$ cat src/rtl/external_bus_interface_pkg.sv
// Shared types and constants for the external bus interface: FSM state
// encoding, open-bus default and timeout counter width.
package external_bus_interface_pkg;

    typedef enum logic [1:0] {
        IDLE     = 2'd0,
        REQ      = 2'd1,
        WAIT_RDY = 2'd2
    } ebi_state_t;

    localparam logic [7:0] OPEN_BUS_DEFAULT  = 8'hFF;
    localparam int         TIMEOUT_CNT_WIDTH = 8;

endpackage

$ cat src/rtl/external_bus_interface_bus_timeout_counter.sv
// Counts REQ cycles without ack; terminalCount flags the last permitted
// cycle so the FSM can abort on that edge.
module bus_timeout_counter
    import external_bus_interface_pkg::*;
#(
    parameter int TIMEOUT_CYCLES = 255
) (
    input  logic clk,
    input  logic rst,
    input  logic clear,
    input  logic enable,
    output logic terminalCount
);

    logic [TIMEOUT_CNT_WIDTH-1:0] count;

    // NOTE: sequential state uses non-blocking assignments so every flop
    // samples pre-edge values regardless of process ordering.
    always_ff @(posedge clk or posedge rst) begin
        if (rst) begin
            count <= '0;
        end else if (clear) begin
            count <= '0;
        end else if (enable) begin
            count <= count + 1'b1;
        end
    end

    assign terminalCount = (count == TIMEOUT_CNT_WIDTH'(TIMEOUT_CYCLES - 1));

endmodule

$ cat src/rtl/external_bus_interface.sv
// External bus interface: captures address/write data per bus cycle, runs a
// req/ack memory transaction, stalls the core, and latches read data.
module external_bus_interface
    import external_bus_interface_pkg::*;
#(
    parameter int         TIMEOUT_CYCLES = 255,
    parameter logic [7:0] OPEN_BUS_VALUE = OPEN_BUS_DEFAULT
) (
    input  logic        clk,
    input  logic        rst,
    input  logic        cycle_start,
    input  logic        cycle_write,
    input  logic [7:0]  addr_low,
    input  logic [7:0]  addr_high,
    input  logic [7:0]  write_data,
    input  logic        rdy,
    input  logic        clear_error,
    output logic [7:0]  db_read,
    output logic        core_stall,
    output logic        mem_req,
    output logic        mem_we,
    output logic [15:0] mem_addr,
    output logic [7:0]  mem_wdata,
    input  logic        mem_ack,
    input  logic [7:0]  mem_rdata,
    output logic        bus_error
);

    ebi_state_t state, nextState;
    logic       capture, loadRead, loadOpenBus, setError;
    logic       cntClear, cntEnable, timeoutHit;

    bus_timeout_counter #(.TIMEOUT_CYCLES(TIMEOUT_CYCLES)) timeoutCounter (
        .clk          (clk),
        .rst          (rst),
        .clear        (cntClear),
        .enable       (cntEnable),
        .terminalCount(timeoutHit)
    );

    // NOTE: every output of this block gets a default first, so no path
    // through the case statement can leave a latch behind.
    always_comb begin
        nextState   = state;
        capture     = 1'b0;
        loadRead    = 1'b0;
        loadOpenBus = 1'b0;
        setError    = 1'b0;
        cntClear    = 1'b0;
        cntEnable   = 1'b0;
        case (state)
            IDLE: begin
                if (cycle_start) begin
                    capture   = 1'b1;
                    cntClear  = 1'b1;
                    nextState = REQ;
                end
            end
            REQ: begin
                // Ack takes priority over a timeout landing on the same edge.
                if (mem_ack) begin
                    if (!mem_we) begin
                        loadRead  = 1'b1;
                        nextState = rdy ? IDLE : WAIT_RDY;
                    end else begin
                        nextState = IDLE;
                    end
                end else if (timeoutHit) begin
                    setError    = 1'b1;
                    loadOpenBus = !mem_we;
                    nextState   = IDLE;
                end else begin
                    cntEnable = 1'b1;
                end
            end
            WAIT_RDY: begin
                if (rdy) nextState = IDLE;
            end
            default: nextState = IDLE;
        endcase
    end

    always_ff @(posedge clk or posedge rst) begin
        if (rst) begin
            state     <= IDLE;
            mem_req   <= 1'b0;
            mem_we    <= 1'b0;
            mem_addr  <= '0;
            mem_wdata <= '0;
            db_read   <= '0;
            bus_error <= 1'b0;
        end else begin
            state   <= nextState;
            mem_req <= (nextState == REQ);
            if (capture) begin
                mem_addr  <= {addr_high, addr_low};
                mem_we    <= cycle_write;
                mem_wdata <= write_data;
            end
            if (loadRead) begin
                db_read <= mem_rdata;
            end else if (loadOpenBus) begin
                db_read <= OPEN_BUS_VALUE;
            end
            if (setError) begin
                bus_error <= 1'b1;
            end else if (clear_error) begin
                bus_error <= 1'b0;
            end
        end
    end

    // Stall is raised in the same cycle as cycle_start so the core never
    // advances past the start of a bus cycle; forced low during reset.
    assign core_stall = !rst && ((state != IDLE) || cycle_start);

endmodule

$ cat config.mk
export PLATFORM = sky130hd
export DESIGN_NAME = external_bus_interface
export DESIGN_NICKNAME = d
export VERILOG_FILES = /design/src/rtl/external_bus_interface_pkg.sv /design/src/rtl/external_bus_interface_bus_timeout_counter.sv /design/src/rtl/external_bus_interface.sv
export SDC_FILE = /design/constraint.sdc
export NUM_CORES = 1
export LEC_CHECK = 0
export ABC_AREA = 1
export BUFFER_PORTS_ARGS = -buffer_cell sky130_fd_sc_hd__clkbuf_2
export CORE_MARGIN = 2
export CORE_UTILIZATION = 35
export CTS_BUF_LIST = sky130_fd_sc_hd__clkbuf_8 sky130_fd_sc_hd__clkbuf_16
export DETAILED_ROUTE_END_ITERATION = 10
export MAX_ROUTING_LAYER = met4
export PLACE_DENSITY = 0.62
export SLEW_MARGIN = 30
export SYNTH_ARGS = -nofsm -noshare
export SYNTH_HDL_FRONTEND = slang
export SYNTH_SLANG_ARGS = --single-unit
$ cat constraint.sdc
create_clock -name clk -period 2.3 [get_ports clk]
set_input_delay 0.115 -clock clk [delete_from_list [all_inputs] [get_ports clk]]
set_output_delay 0.115 -clock clk [all_outputs]
set_load 0.01 [all_outputs]
* After elaboration in Yosys (flattened, before gate mapping)
Cells that the tools add are included.
Operators by class: bitwise logic cells 0, reduce and logical (&&, ||, !) cells 9, multipliers 0, equality and inequality tests 4, add/subtract/negate cells 1, multiplexer cells 27, magnitude comparators 0, shift-type cells 0, div/mod/pow operators 0
Operator list (count):
- two-way mux 8 bit | 4
- two-way mux 1 bit | 16
- two-way mux 2 bit | 6
- adder 8 x 1 -> 8 bit, second input constant | 1
- == test 8 bit, second input constant | 1
- nonzero test 2 bit | 4
- case mux 2 bit (3 select lines) | 1
- == test 2 x 1 -> 1 bit, second input constant | 2
- == test 2 bit, second input constant | 1
- logical NOT 1 bit | 2
- logical NOT 2 bit | 1
- logical AND 1 bit | 1
- logical OR 1 bit | 1
Storage, ports and cells: RAM bits 0, memories kept 0, memory bits (read-only) 0, latch bits 0, output and inout port bits 36, input port bits 39, register bits 45

* Longest topological paths before layout
Gate-level depths: netlist (run 1).
depth after elaboration 6, mapped depth 10, gate-level depth less buffers 10

* Cells and area by module
Synthesis (run 1) repeated with hierarchy kept, for this count alone.
Second synthesis, totals: cells, all modules 243, area total of the unflattened synthesis 2029.4 sq um
By module, submodules not included:
- external_bus_interface | sequential area each 925.9 sq um, area an instance 1559.0 sq um, instances 1, cells each 183
- bus_timeout_counter | sequential area each 200.2 sq um, area an instance 470.5 sq um, instances 1, cells each 60

* Worst setup path before layout (run 1)
No wires, ideal clock.
path type register to register, from reg timeoutCounter.count[0], to reg db_read[0], library setup time 0.065 ns, data required time 2.235 ns, buffers on the path 0, slack 1.001 ns, data arrival time 1.234 ns, cell stages (with the launch flop) 9, path through dfrtp_1 inv_1 ha_1 nand2_1 nor2_2 nand4_4 nand2_4 nand2_1 nand2_1
On the way: word-level cells in the longest chain between the ends 5
RTL lines:
- start, declared | line external_bus_interface_bus_timeout_counter.sv:15 | logic [TIMEOUT_CNT_WIDTH-1:0] count;
- start signal, assigned | line external_bus_interface_bus_timeout_counter.sv:25 | count <= count + 1'b1;
- == test 8 bit | line external_bus_interface_bus_timeout_counter.sv:29 | assign terminalCount = (count == TIMEOUT_CNT_WIDTH'(TIMEOUT_CYCLES - 1));
- two-way mux 1 bit | line external_bus_interface.sv:68 | end else if (timeoutHit) begin
- two-way mux 1 bit | line external_bus_interface.sv:61 | if (mem_ack) begin
- two-way mux 1 bit | line external_bus_interface.sv:51 | case (state)
- nonzero test 2 bit (no source line)
- end signal, assigned | line external_bus_interface.sv:101 | db_read <= mem_rdata;
- end, declared | line external_bus_interface.sv:18 | output logic [7:0] db_read,
Every way passes these cells. A chain may end at the register's enable or synchronous reset.

* Final worst setup path (run 1)
from reg state[1], to reg timeoutCounter.count[3]
On the way: word-level cells in the longest chain between the ends 3
RTL lines:
- start, declared | line external_bus_interface.sv:29 | ebi_state_t state, nextState;
- start signal, assigned | line external_bus_interface.sv:93 | state <= nextState;
- == test 2 x 1 -> 1 bit / logical NOT 2 bit (equally long branches) | line external_bus_interface.sv:51
- two-way mux 1 bit | line external_bus_interface.sv:51
- nonzero test 2 bit (no source line) / two-way mux 8 bit (equally long branches)
Parallel ways exist; a longest one is shown, timed or not.

==> summary.txt, run 1 <==
unrepaired setup endpoints after global routing: false
All-Layer GR Usage: 0.155
Initial Utilization: 0.366
CTS tree: yes
setup TNS: 0 ns
Worst path slowest cell: dfrtp_1
FF+latch count, synth: 45
drt pass-1 iters: 4
Placed Instances: 377
total power: 2.85 mW
vias in the first global route: 1736
root buffer cell: clkbuf_8
Setup CP Type: reg -> reg
top cell type's share of synthesized area: 0.555
top cells by area in the synthesized netlist: dfrtp_1, nand2_1, nand3_1
TritonCTS Buffers: 5
syn_area_per_cell: 8.59 um^2
Slew Limit Fails: 0
Max IR drop VDD: 0.000483 V
GRT overflow: 0
Die X: 80.1 um
worst path cell trace: nor2_1 > nand2_2 > inv_2 > nor2_1 > nand2_1 > nand2_1
Highest Clock Rate: 639 MHz
Final Skew: 0.00739 ns
initial antenna violation count: 0
drt total wl: 4440 um
Post-Syn Nets: 277
fin crit share: 0.681
Via density: 4.42
CTS sink cnt: 45
Ant. Diodes: 0
DIE HEIGHT: 80.1 um
largest net degree at the start of global routing: 46
Core Region: 5540 um^2
multi-input logic area: 817 um^2
P&R area growth vs syn: 33.6%
I/O Pins: 75
hold crit path type: in -> reg
Buffers & Inverters on Critical Path: 1
CP delay by family, top: simple AND/OR/NAND/NOR gates
Residual DRC: 0
Port Buf Inserts: 74
DR vias: 1758
die area: 6420 um^2
clock latency on the worst-skew pair: 0.30 ns
Post-CTS Repair Setup Buffers: 0
Startpoint Class: flop
most frequent cells in the layout: nand2_1, clkbuf_2, dfrtp_1
Hold Vio Cnt, Final: 0
pwr/cell area: 1050 nW/um^2
CP peak stage delay: 0.42 ns
most common cell after layout, fill and taps aside: nand2_1
global-route wire length before repair: 7620 um
Critical Path AT: 1.76 ns
Synth Cell Area: 2030 um^2
post-cts resize count: 0
leakage power: 1.52 nW
H-tree depth: 2
# nets final: 366
status: finished clean
CTS hold repair buffers: 12
clock-pin slew on the worst setup and hold paths: 0.09 ns
WL per Instance: 11.2 um
dominant cell type by area after synthesis: dfrtp_1
Netlist cell types: 26
FILL cells: 553
MaxCap Viol Count: 0
DR iter-0 viols: 58
Tmin final: 1.57 ns
CTS Buffer Depth: 2
gpl congestion: 0.800
FF/Latch Area: 1130 um^2
cell row count: 27
CP max FO: 28
Seq/Total Area, Yosys: 0.555
Routed Antenna Nets: 0
synth warn: 0
Critical Path Sink Type: flop
Req. time, crit path: 2.50 ns
setup violators final: 0
worst rel slew slack: 0.494
share of post-route cells with drive strength above 1: 0.319
HPWL Detailed: 3100 um
post-route insts no fill: 398
actual slew at the worst max-slew pin: 0.757 ns
Mapped Cells: 236
[through the flow]
step / util / hold slack (ns) / instance area, um^2 / setup slack (ns)
4_1_cts: 0.487 / 0.000572 / 2700 / 0.689
5_1_grt: 0.489 / 0.0140 / 2710 / 0.491
3_3_place_gp: 0.445 / 0.275 / 2460 / 0.743
3_5_place_dp: 0.445 / 0.281 / 2460 / 0.696
6_report: 0.489 / 0.00527 / 2710 / 0.735
2_1_floorplan: - / 0.178 / 2030 / 1.00
[metal layers]
| layer | vias up | global-route usage | part of all wire | wire length, um |
|---|---|---|---|---|
| met5 | - | - | 0 | 0 |
| met4 | 0 | 0.0508 | 0.014 | 60 |
| met3 | 7 | 0.0427 | 0.061 | 273 |
| met2 | 48 | 0.232 | 0.45 | 2020 |
| met1 | 796 | 0.205 | 0.47 | 2090 |
| li1 | 907 | - | - | - |
[sequential cells by signal, indices dropped and copies added (netlist names)]
register	cells
bus_error	1
timeoutCounter.count	8
mem_addr	16
db_read	8
mem_req	1
mem_wdata	8
mem_we	1
state	2
[final timing paths]
kind | start | end | slack [ns] | cells after the start
max | state[1] | timeoutCounter.count[3] | 0.73 | 6
min | write_data[0] | mem_wdata[0] | 0.005 | 3
max reg2reg | state[1] | timeoutCounter.count[3] | 0.73 | 6
min reg2reg | mem_addr[5] | mem_addr[5] | 0.49 | 2
max in group asynchronous | rst | db_read[6] | 1.36 | 3
min in group asynchronous | rst | timeoutCounter.count[5] | 0.49 | 3
[worst min-delay path, cell delays in order]
cell,delay (ns)
clkbuf_2,0.07
nand2_1,0.04
nand2_1,0.05
[final cells by class]
cell class,count,area share
clock buffers,5,0.0254
clock inverters,3,0.0162
inverters,13,0.0203
multi-input cells,172,0.302
flip-flops and latches,45,0.416
well taps,72,0.0333
repair buffers,88,0.188
[cell usage after synthesis, drive strengths merged]
cell      n
nor2     10
nand4     4
clkbuf    1
nand2   123
o21ai     2
clkinv    1
dfrtp    45
o21bai    1
or2       8
ha        2
o22ai     2
nand3    14
buf       5
a21oi     3
xor2      3
inv      12
[where the power goes]
part / internal [mW] / total [mW] / switching [mW]
Clock: 0.326 / 0.608 / 0.282
Combinational: 0.401 / 0.987 / 0.586
Sequential: 1.08 / 1.25 / 0.172
[logic make-up after synthesis]
| group | after synthesis | synth area share |
|---|---|---|
| AND/OR/NAND/NOR | 159 | 0.355 |
| buffers and inverters | 19 | 0.0420 |
| flip-flops | 45 | 0.555 |
| AO/OA/AOI/OAI | 8 | 0.0222 |
| adder cells (fa/ha/maj) | 2 | 0.0123 |
| XOR/XNOR | 3 | 0.0130 |
No activity file was read; power rests on OpenSTA's default activity.
==> run 2, diff against run 1 <==
Settings changed: ABC_AREA 1 to 0, PLACE_DENSITY 0.62 to 0.65.
Clock period 2.3 ns to 1.25 ns, I/O delays scaled along.
==> run 2 against run 1 <==
Net effect: the run now ends with negative setup slack left; worst setup slack got worse by 0.88 ns; non-clock buffer count rose by 48; final area rose by 20%; power rose by 100%; combinational power rose by 150%; core utilization rose by 11 points; sequential share of layout area fell by 6.9 points.
==> summary.txt, run 2 <==
Placed Instances: 362 (was 377)
GRT overflow: 0 (unchanged)
WL met1: 2290 um (was 2090 um)
Buffers & Inverters on Critical Path: 3 (was 1)
most frequent cells in the layout: clkbuf_2, nand2_1, dfrtp_1 (was nand2_1, clkbuf_2, dfrtp_1)
Netlist cell types: 34 (was 26)
syn_area_per_cell: 9.44 um^2 (was 8.59 um^2)
H-tree depth: 2 (unchanged)
Synth Area in Adders: 0.0129 (was 0.0123)
Highest Clock Rate: 715 MHz (was 639 MHz)
Worst path slowest cell: dfrtp_1 (unchanged)
MaxCap Viol Count: 0 (unchanged)
CTS tree: yes (unchanged)
Hold Vio Cnt, Final: 0 (unchanged)
clock-pin slew on the worst setup and hold paths: 0.08 ns (was 0.09 ns)
Die X: 78.4 um (was 80.1 um)
Initial Utilization: 0.356 (was 0.366)
max FFs per register: 16 (unchanged)
top cells by area in the synthesized netlist: dfrtp_1, nand2_1, nor2_1 (was dfrtp_1, nand2_1, nand3_1)
root buffer cell: clkbuf_8 (unchanged)
Residual DRC: 0 (unchanged)
metal3 WL: 196 um (was 273 um)
DIE HEIGHT: 78.4 um (was 80.1 um)
cell row count: 27 (unchanged)
Core Region: 5440 um^2 (was 5540 um^2)
Startpoint Class: flop (unchanged)
Mapped Cells: 205 (was 236)
number of synthesized flops with an enable pin: 0 (unchanged)
worst rel slew slack: 0.734 (was 0.494)
synth warn: 0 (unchanged)
dominant cell type by area after synthesis: dfrtp_1 (unchanged)
CTS Buffer Depth: 2 (unchanged)
actual slew at the worst max-slew pin: 0.398 ns (was 0.757 ns)
Ant. Diodes: 0 (unchanged)
initial antenna violation count: 0 (unchanged)
status: finished with violations (was finished clean)
hold crit path type: in -> reg (unchanged)
I/O Pins: 75 (unchanged)
Final Skew: 0.00658 ns (was 0.00739 ns)
Tmin final: 1.40 ns (was 1.57 ns)
vias in the first global route: 1857 (was 1736)
fin crit share: 1.12 (was 0.681)
Post-Place Setup Slack: -0.181 ns (was 0.696 ns)
HPWL Detailed: 3220 um (was 3100 um)
Setup CP Type: reg -> reg (unchanged)
Post-Syn Nets: 246 (was 277)
largest family of logic cells by synthesized area: simple AND/OR/NAND/NOR gates (unchanged)
# nets final: 379 (was 366)
CP peak stage delay: 0.35 ns (was 0.42 ns)
Seq/Total Area, Yosys: 0.582 (was 0.555)
Top FF cell, synth: dfrtp_1 (unchanged)
Req. time, crit path: 1.42 ns (was 2.50 ns)
mux share of post-synthesis cell area: 0.0103 (was 0)
global-route wire length before repair: 8160 um (was 7620 um)
Via density: 4.59 (was 4.42)
drt total wl: 5340 um (was 4440 um)
CTS sink cnt: 45 (unchanged)
Critical Path AT: 1.57 ns (was 1.76 ns)
Critical Path Sink Type: flop (unchanged)
worst path cell trace: buf_4 > buf_4 > buf_4 > nand2_1 > nor4bb_4 > a211oi_1 (was nor2_1 > nand2_2 > inv_2 > nor2_1 > nand2_1 > nand2_1)
drt pass-1 iters: 4 (unchanged)
Post-synth top cells: nand2_1, dfrtp_1, nor2_1, a21oi_1, clkbuf_1 (was nand2_1, dfrtp_1, nand3_1, inv_1, nor2_1)
failing checks: negative setup slack
fin area: 3260 um^2 (was 2710 um^2)
WL per Instance: 13.0 um (was 11.2 um)
unrepaired setup endpoints after global routing: true (was false)
Synth Cell Area: 1940 um^2 (was 2030 um^2)
P&R area growth vs syn: 68.4% (was 33.6%)
Slew Limit Fails: 0 (unchanged)
largest net degree at the start of global routing: 29 (was 46)
CP most frequent cell: buf_4
post-synthesis simple-gate area fraction: 0.278 (was 0.355)
Most flops, register: mem_addr (unchanged)
Port Buf Inserts: 74 (unchanged)
share of post-route cells with drive strength above 1: 0.459 (was 0.319)
pwr/cell area: 1770 nW/um^2 (was 1050 nW/um^2)
Routed Antenna Nets: 0 (unchanged)
leakage power: 1.67 nW (was 1.52 nW)
DR iter-0 viols: 41 (was 58)
CP max FO: 5 (was 28)
TritonCTS Buffers: 5 (unchanged)
DR vias: 1883 (was 1758)
Placed Area: 2540 um^2 (was 2460 um^2)
FF+latch count, synth: 45 (unchanged)
hold_ws: 0.0109 ns (was 0.00527 ns)
die area: 6140 um^2 (was 6420 um^2)
Synth Area in Compound Gates: 0.0834 (was 0.0222)
most frequent cell after synthesis: nand2_1 (unchanged)
DR top layer: met4 (unchanged)
met2 wire length: 2690 um (was 2020 um)
clock latency on the worst-skew pair: 0.30 ns (about the same)
All-Layer GR Usage: 0.173 (was 0.155)
most common cell after layout, fill and taps aside: clkbuf_2 (was nand2_1)
total power: 5.76 mW (was 2.85 mW)
CP delay by family, top: simple AND/OR/NAND/NOR gates (unchanged)
gpl congestion: 0.793 (was 0.800)
setup violators final: 43 (was 0)
post-route insts no fill: 410 (was 398)
Worst Setup Slack, final: -0.149 ns (was 0.735 ns)
Max IR drop VDD: 0.000823 V (was 0.000483 V)
Post-Synth XOR/XNOR Area: 0 (was 0.0130)
asr flop ratio synth: 1.00 (unchanged)
top cell type's share of synthesized area: 0.582 (was 0.555)
run 2: final timing paths:
kind	from	endpoint	slack, ns	depth (start not counted)
setup / recovery	timeoutCounter.count[0]	timeoutCounter.count[7]	-0.15	6
hold / removal	mem_rdata[0]	db_read[0]	0.01	3
setup reg to reg	timeoutCounter.count[0]	timeoutCounter.count[7]	-0.15	6
hold reg to reg	mem_addr[2]	mem_addr[2]	0.48	2
max in group asynchronous	rst	timeoutCounter.count[1]	0.47	4
min in group asynchronous	rst	db_read[2]	0.30	3
run 2: timing repair:
| action | in CTS | in global routing |
|---|---|---|
| hold buffers | 31 | 0 |
| resized for setup | 28 | 28 |
| setup endpoints to repair | 44 | 45 |
| pin swaps | 26 | 14 |
| hold endpoints to repair | 47 | 0 |
| setup buffers | 2 | 7 |
| gates cloned | 0 | 1 |
run 2: layer usage:
layer,track usage,vias to the layer above
met5,-,-
met4,0.0772,0
met3,0.0333,14
met2,0.287,52
met1,0.207,872
li1,-,945
run 2: power by group:
part	switching (mW)	leakage, nW	total, mW	internal [mW]
Combinational	1.23	1.07	2.45	1.23
Sequential	0.385	0.555	2.38	1.99
Clock	0.493	0.0433	0.930	0.437
Total	2.10	1.67	5.76	3.66
run 2: per-stage QoR:
stage	util	TNS (ns)
3_3_place_gp	0.466	-4.67
6_report	0.599	-3.15
4_1_cts	0.563	-2.21
2_1_floorplan	-	-1.32
5_1_grt	0.599	-5.79
3_5_place_dp	0.466	-6.37
run 2: worst reg2reg max path: stages, from the launching register on:
cell      delay (ns)
dfrtp_1         0.35
buf_4           0.13
buf_4           0.11
buf_4           0.12
nand2_1         0.11
nor4bb_4        0.34
a211oi_1        0.12
run 2: final cells by class:
class                   instances  area (um^2)
inverters                       4         15.0
clock buffers                   6         82.6
clock inverters                 1         7.51
multi-input cells             146          950
repair buffers                136          986
fillers                       451         2180
well taps                      72         90.1
flip-flops and latches         45         1130
run 2: cells by family (layout without fill, tap and decap cells):
| family | after synthesis | count (layout) |
|---|---|---|
| buf+inv | 14 | 147 |
| compound gates | 24 | 24 |
| simple gates | 118 | 118 |
| flops | 45 | 45 |
| mux | 2 | 2 |
| fa+ha+maj | 2 | 2 |
==> run 3, diff against run 2 <==
Settings changed: CORE_ASPECT_RATIO from default to 1.25.
==> run 3 against run 2 <==
Net effect: the flow still finishes with violations (negative setup slack); cell count is 1.5% lower; count of clock-buffer cells in the layout unchanged; sequential cell count unchanged; combinational power increased by 8.6%.
==> summary.txt, run 3 (synthesis gave the netlist of run 2 again) <==
pwr/cell area: 1770 nW/um^2 (about the same)
global-route wire length before repair: 8230 um (was 8160 um)
FILL cells: 427 (was 451)
Final Skew: 0.00908 ns (was 0.00658 ns)
Max IR drop VDD: 0.000850 V (was 0.000823 V)
Ant. Diodes: 0 (unchanged)
Slew Limit Fails: 0 (unchanged)
GR peak layer: met2 (unchanged)
Port Buf Inserts: 74 (unchanged)
vias in the first global route: 1822 (was 1857)
Tmin final: 1.39 ns (was 1.40 ns)
Routed Antenna Nets: 0 (unchanged)
HPWL Detailed: 3200 um (was 3220 um)
Startpoint Class: flop (unchanged)
max FFs per register: 16 (unchanged)
Req. time, crit path: 1.48 ns (was 1.42 ns)
clock-pin slew on the worst setup and hold paths: 0.09 ns (was 0.08 ns)
initial antenna violation count: 0 (unchanged)
CTS sink cnt: 45 (unchanged)
unrepaired setup endpoints after global routing: true (unchanged)
Residual DRC: 0 (unchanged)
P&R area growth vs syn: 75.1% (was 68.4%)
Sw Share: 0.372 (was 0.365)
TritonCTS Buffers: 5 (unchanged)
I/O Pins: 75 (unchanged)
Internal Power: 3.77 mW (was 3.66 mW)
fin crit share: 1.11 (was 1.12)
WL per Instance: 14.7 um (was 13.0 um)
DR iter-0 viols: 89 (was 41)
MaxCap Viol Count: 0 (unchanged)
Highest Clock Rate: 721 MHz (was 715 MHz)
Critical Path Sink Type: flop (unchanged)
H-tree depth: 2 (unchanged)
met3 Usage GRT: 0.0231 (was 0.0333)
DR vias: 1966 (was 1883)
Hold Vio Cnt, Final: 0 (unchanged)
Worst Setup Slack, final: -0.137 ns (was -0.149 ns)
All-Layer GR Usage: 0.173 (about the same)
gpl congestion: 0.776 (was 0.793)
post-route insts no fill: 404 (was 410)
M1 GR Usage: 0.197 (was 0.207)
Setup CP Type: reg -> reg (unchanged)
Critical Path AT: 1.62 ns (was 1.57 ns)
Core Region: 5370 um^2 (was 5440 um^2)
most frequent cells in the layout: clkbuf_2, nand2_1, dfrtp_1 (unchanged)
cell row count: 30 (was 27)
Initial Utilization: 0.361 (was 0.356)
GRT met2 Usage: 0.301 (was 0.287)
Clk pwr share: 0.156 (was 0.162)
failing checks: negative setup slack (unchanged)
drt total wl: 5960 um (was 5340 um)
CP max FO: 8 (was 5)
share of post-route cells with drive strength above 1: 0.491 (was 0.459)
CTS tree: yes (unchanged)
Placed Instances: 352 (was 362)
die area: 6150 um^2 (was 6140 um^2)
Core Util, Final: 0.631 (was 0.599)
Combinational Power Share: 0.444 (was 0.426)
DIE HEIGHT: 87.1 um (was 78.4 um)
GRT overflow: 0 (unchanged)
status: finished with violations (unchanged)
setup violators final: 43 (unchanged)
register share of total power: 0.400 (was 0.413)
CTS Buffer Depth: 2 (unchanged)
Via density: 4.87 (was 4.59)
largest net degree at the start of global routing: 30 (was 29)
drt pass-1 iters: 4 (unchanged)
worst rel slew slack: 0.752 (was 0.734)
clock latency on the worst-skew pair: 0.30 ns (about the same)
root buffer cell: clkbuf_8 (unchanged)
leakage power: 1.72 nW (was 1.67 nW)
actual slew at the worst max-slew pin: 0.372 ns (was 0.398 ns)
# nets final: 381 (was 379)
Die X: 70.5 um (was 78.4 um)
Most flops, register: mem_addr (unchanged)
most common cell after layout, fill and taps aside: clkbuf_2 (unchanged)
Net Switching: 2.23 mW (was 2.10 mW)
hold crit path type: in -> reg (unchanged)
==> run 3: changes by cell type in the layout (fill, tap and decap cells not counted), moves of 2 or more <==
cell and change:
a21oi_1 -5, a21oi_2 +5, buf_4 -4, clkbuf_16 +2, nand2_1 -3, nand2_2 -5
nand2_4 +8
==> run 3: path summary, 6_finish.rpt <==
path                         startpoint            to  slack, ns  cells past startpoint
max in group asynchronous           rst      state[0]       0.48                      4
max reg2reg                    state[1]    db_read[2]      -0.14                      3
min reg2reg                mem_addr[15]  mem_addr[15]       0.48                      2
min in group asynchronous           rst  mem_wdata[1]       0.29                      3
min                        mem_rdata[3]    db_read[3]      0.009                      3
max                            state[1]    db_read[2]      -0.14                      3
==> run 3: per-layer routing <==
metal,part of all wire,vias up
li1,-,957
met1,0.39,945
met2,0.55,47
met3,0.028,17
met4,0.029,0
met5,0,-
==> run 3: layout make-up <==
| type | instances | area, um^2 | area share |
|---|---|---|---|
| inverters | 4 | 15.0 | 0.00443 |
| well taps | 64 | 80.1 | 0.0236 |
| repair buffers | 137 | 1050 | 0.310 |
| clock buffers | 6 | 82.6 | 0.0244 |
| flip-flops and latches | 45 | 1130 | 0.333 |
| multi-input cells | 147 | 1020 | 0.302 |
| clock inverters | 1 | 7.51 | 0.00221 |
==> run 3: through the flow <==
stage | power (mW) | setup TNS [ns] | instance area (um^2) | hold slack (ns) | setup WS [ns]
3_3_place_gp | 4.19 | -3.26 | 2510 | 0.0560 | -0.147
2_1_floorplan | 3.30 | -1.32 | 1940 | 0.126 | -0.125
3_5_place_dp | 4.24 | -4.37 | 2510 | 0.0640 | -0.219
6_report | 6.00 | -4.52 | 3390 | 0.00908 | -0.137
5_1_grt | 6.37 | -5.93 | 3390 | 0.0322 | -0.190
4_1_cts | 5.40 | -1.29 | 3020 | 0.00255 | -0.0729
==> run 3: timing repair <==
action | 4_1_cts | 5_1_grt
endpoints found under the hold margin | 47 | 0
setup endpoints to repair | 44 | 45
pin swaps | 7 | 30
hold buffers | 32 | 0
cloned | 0 | 5
resized for setup | 22 | 55
buffers inserted | 1 | 8
==> run 3: power groups by stage <==
stage	clock, mW	combinational, mW	sequential (mW)
floorplan	0	0.744	2.56
global placement	0	1.88	2.31
detailed placement	0	1.92	2.32
CTS	0.961	2.13	2.31
global route	1.02	2.90	2.45
finish	0.935	2.66	2.40
==> run 3: critical path, stage by stage, from the launching register on <==
cell,delay (ns)
dfrtp_2,0.47
and4bb_4,0.41
nand4b_4,0.23
a21oi_2,0.20
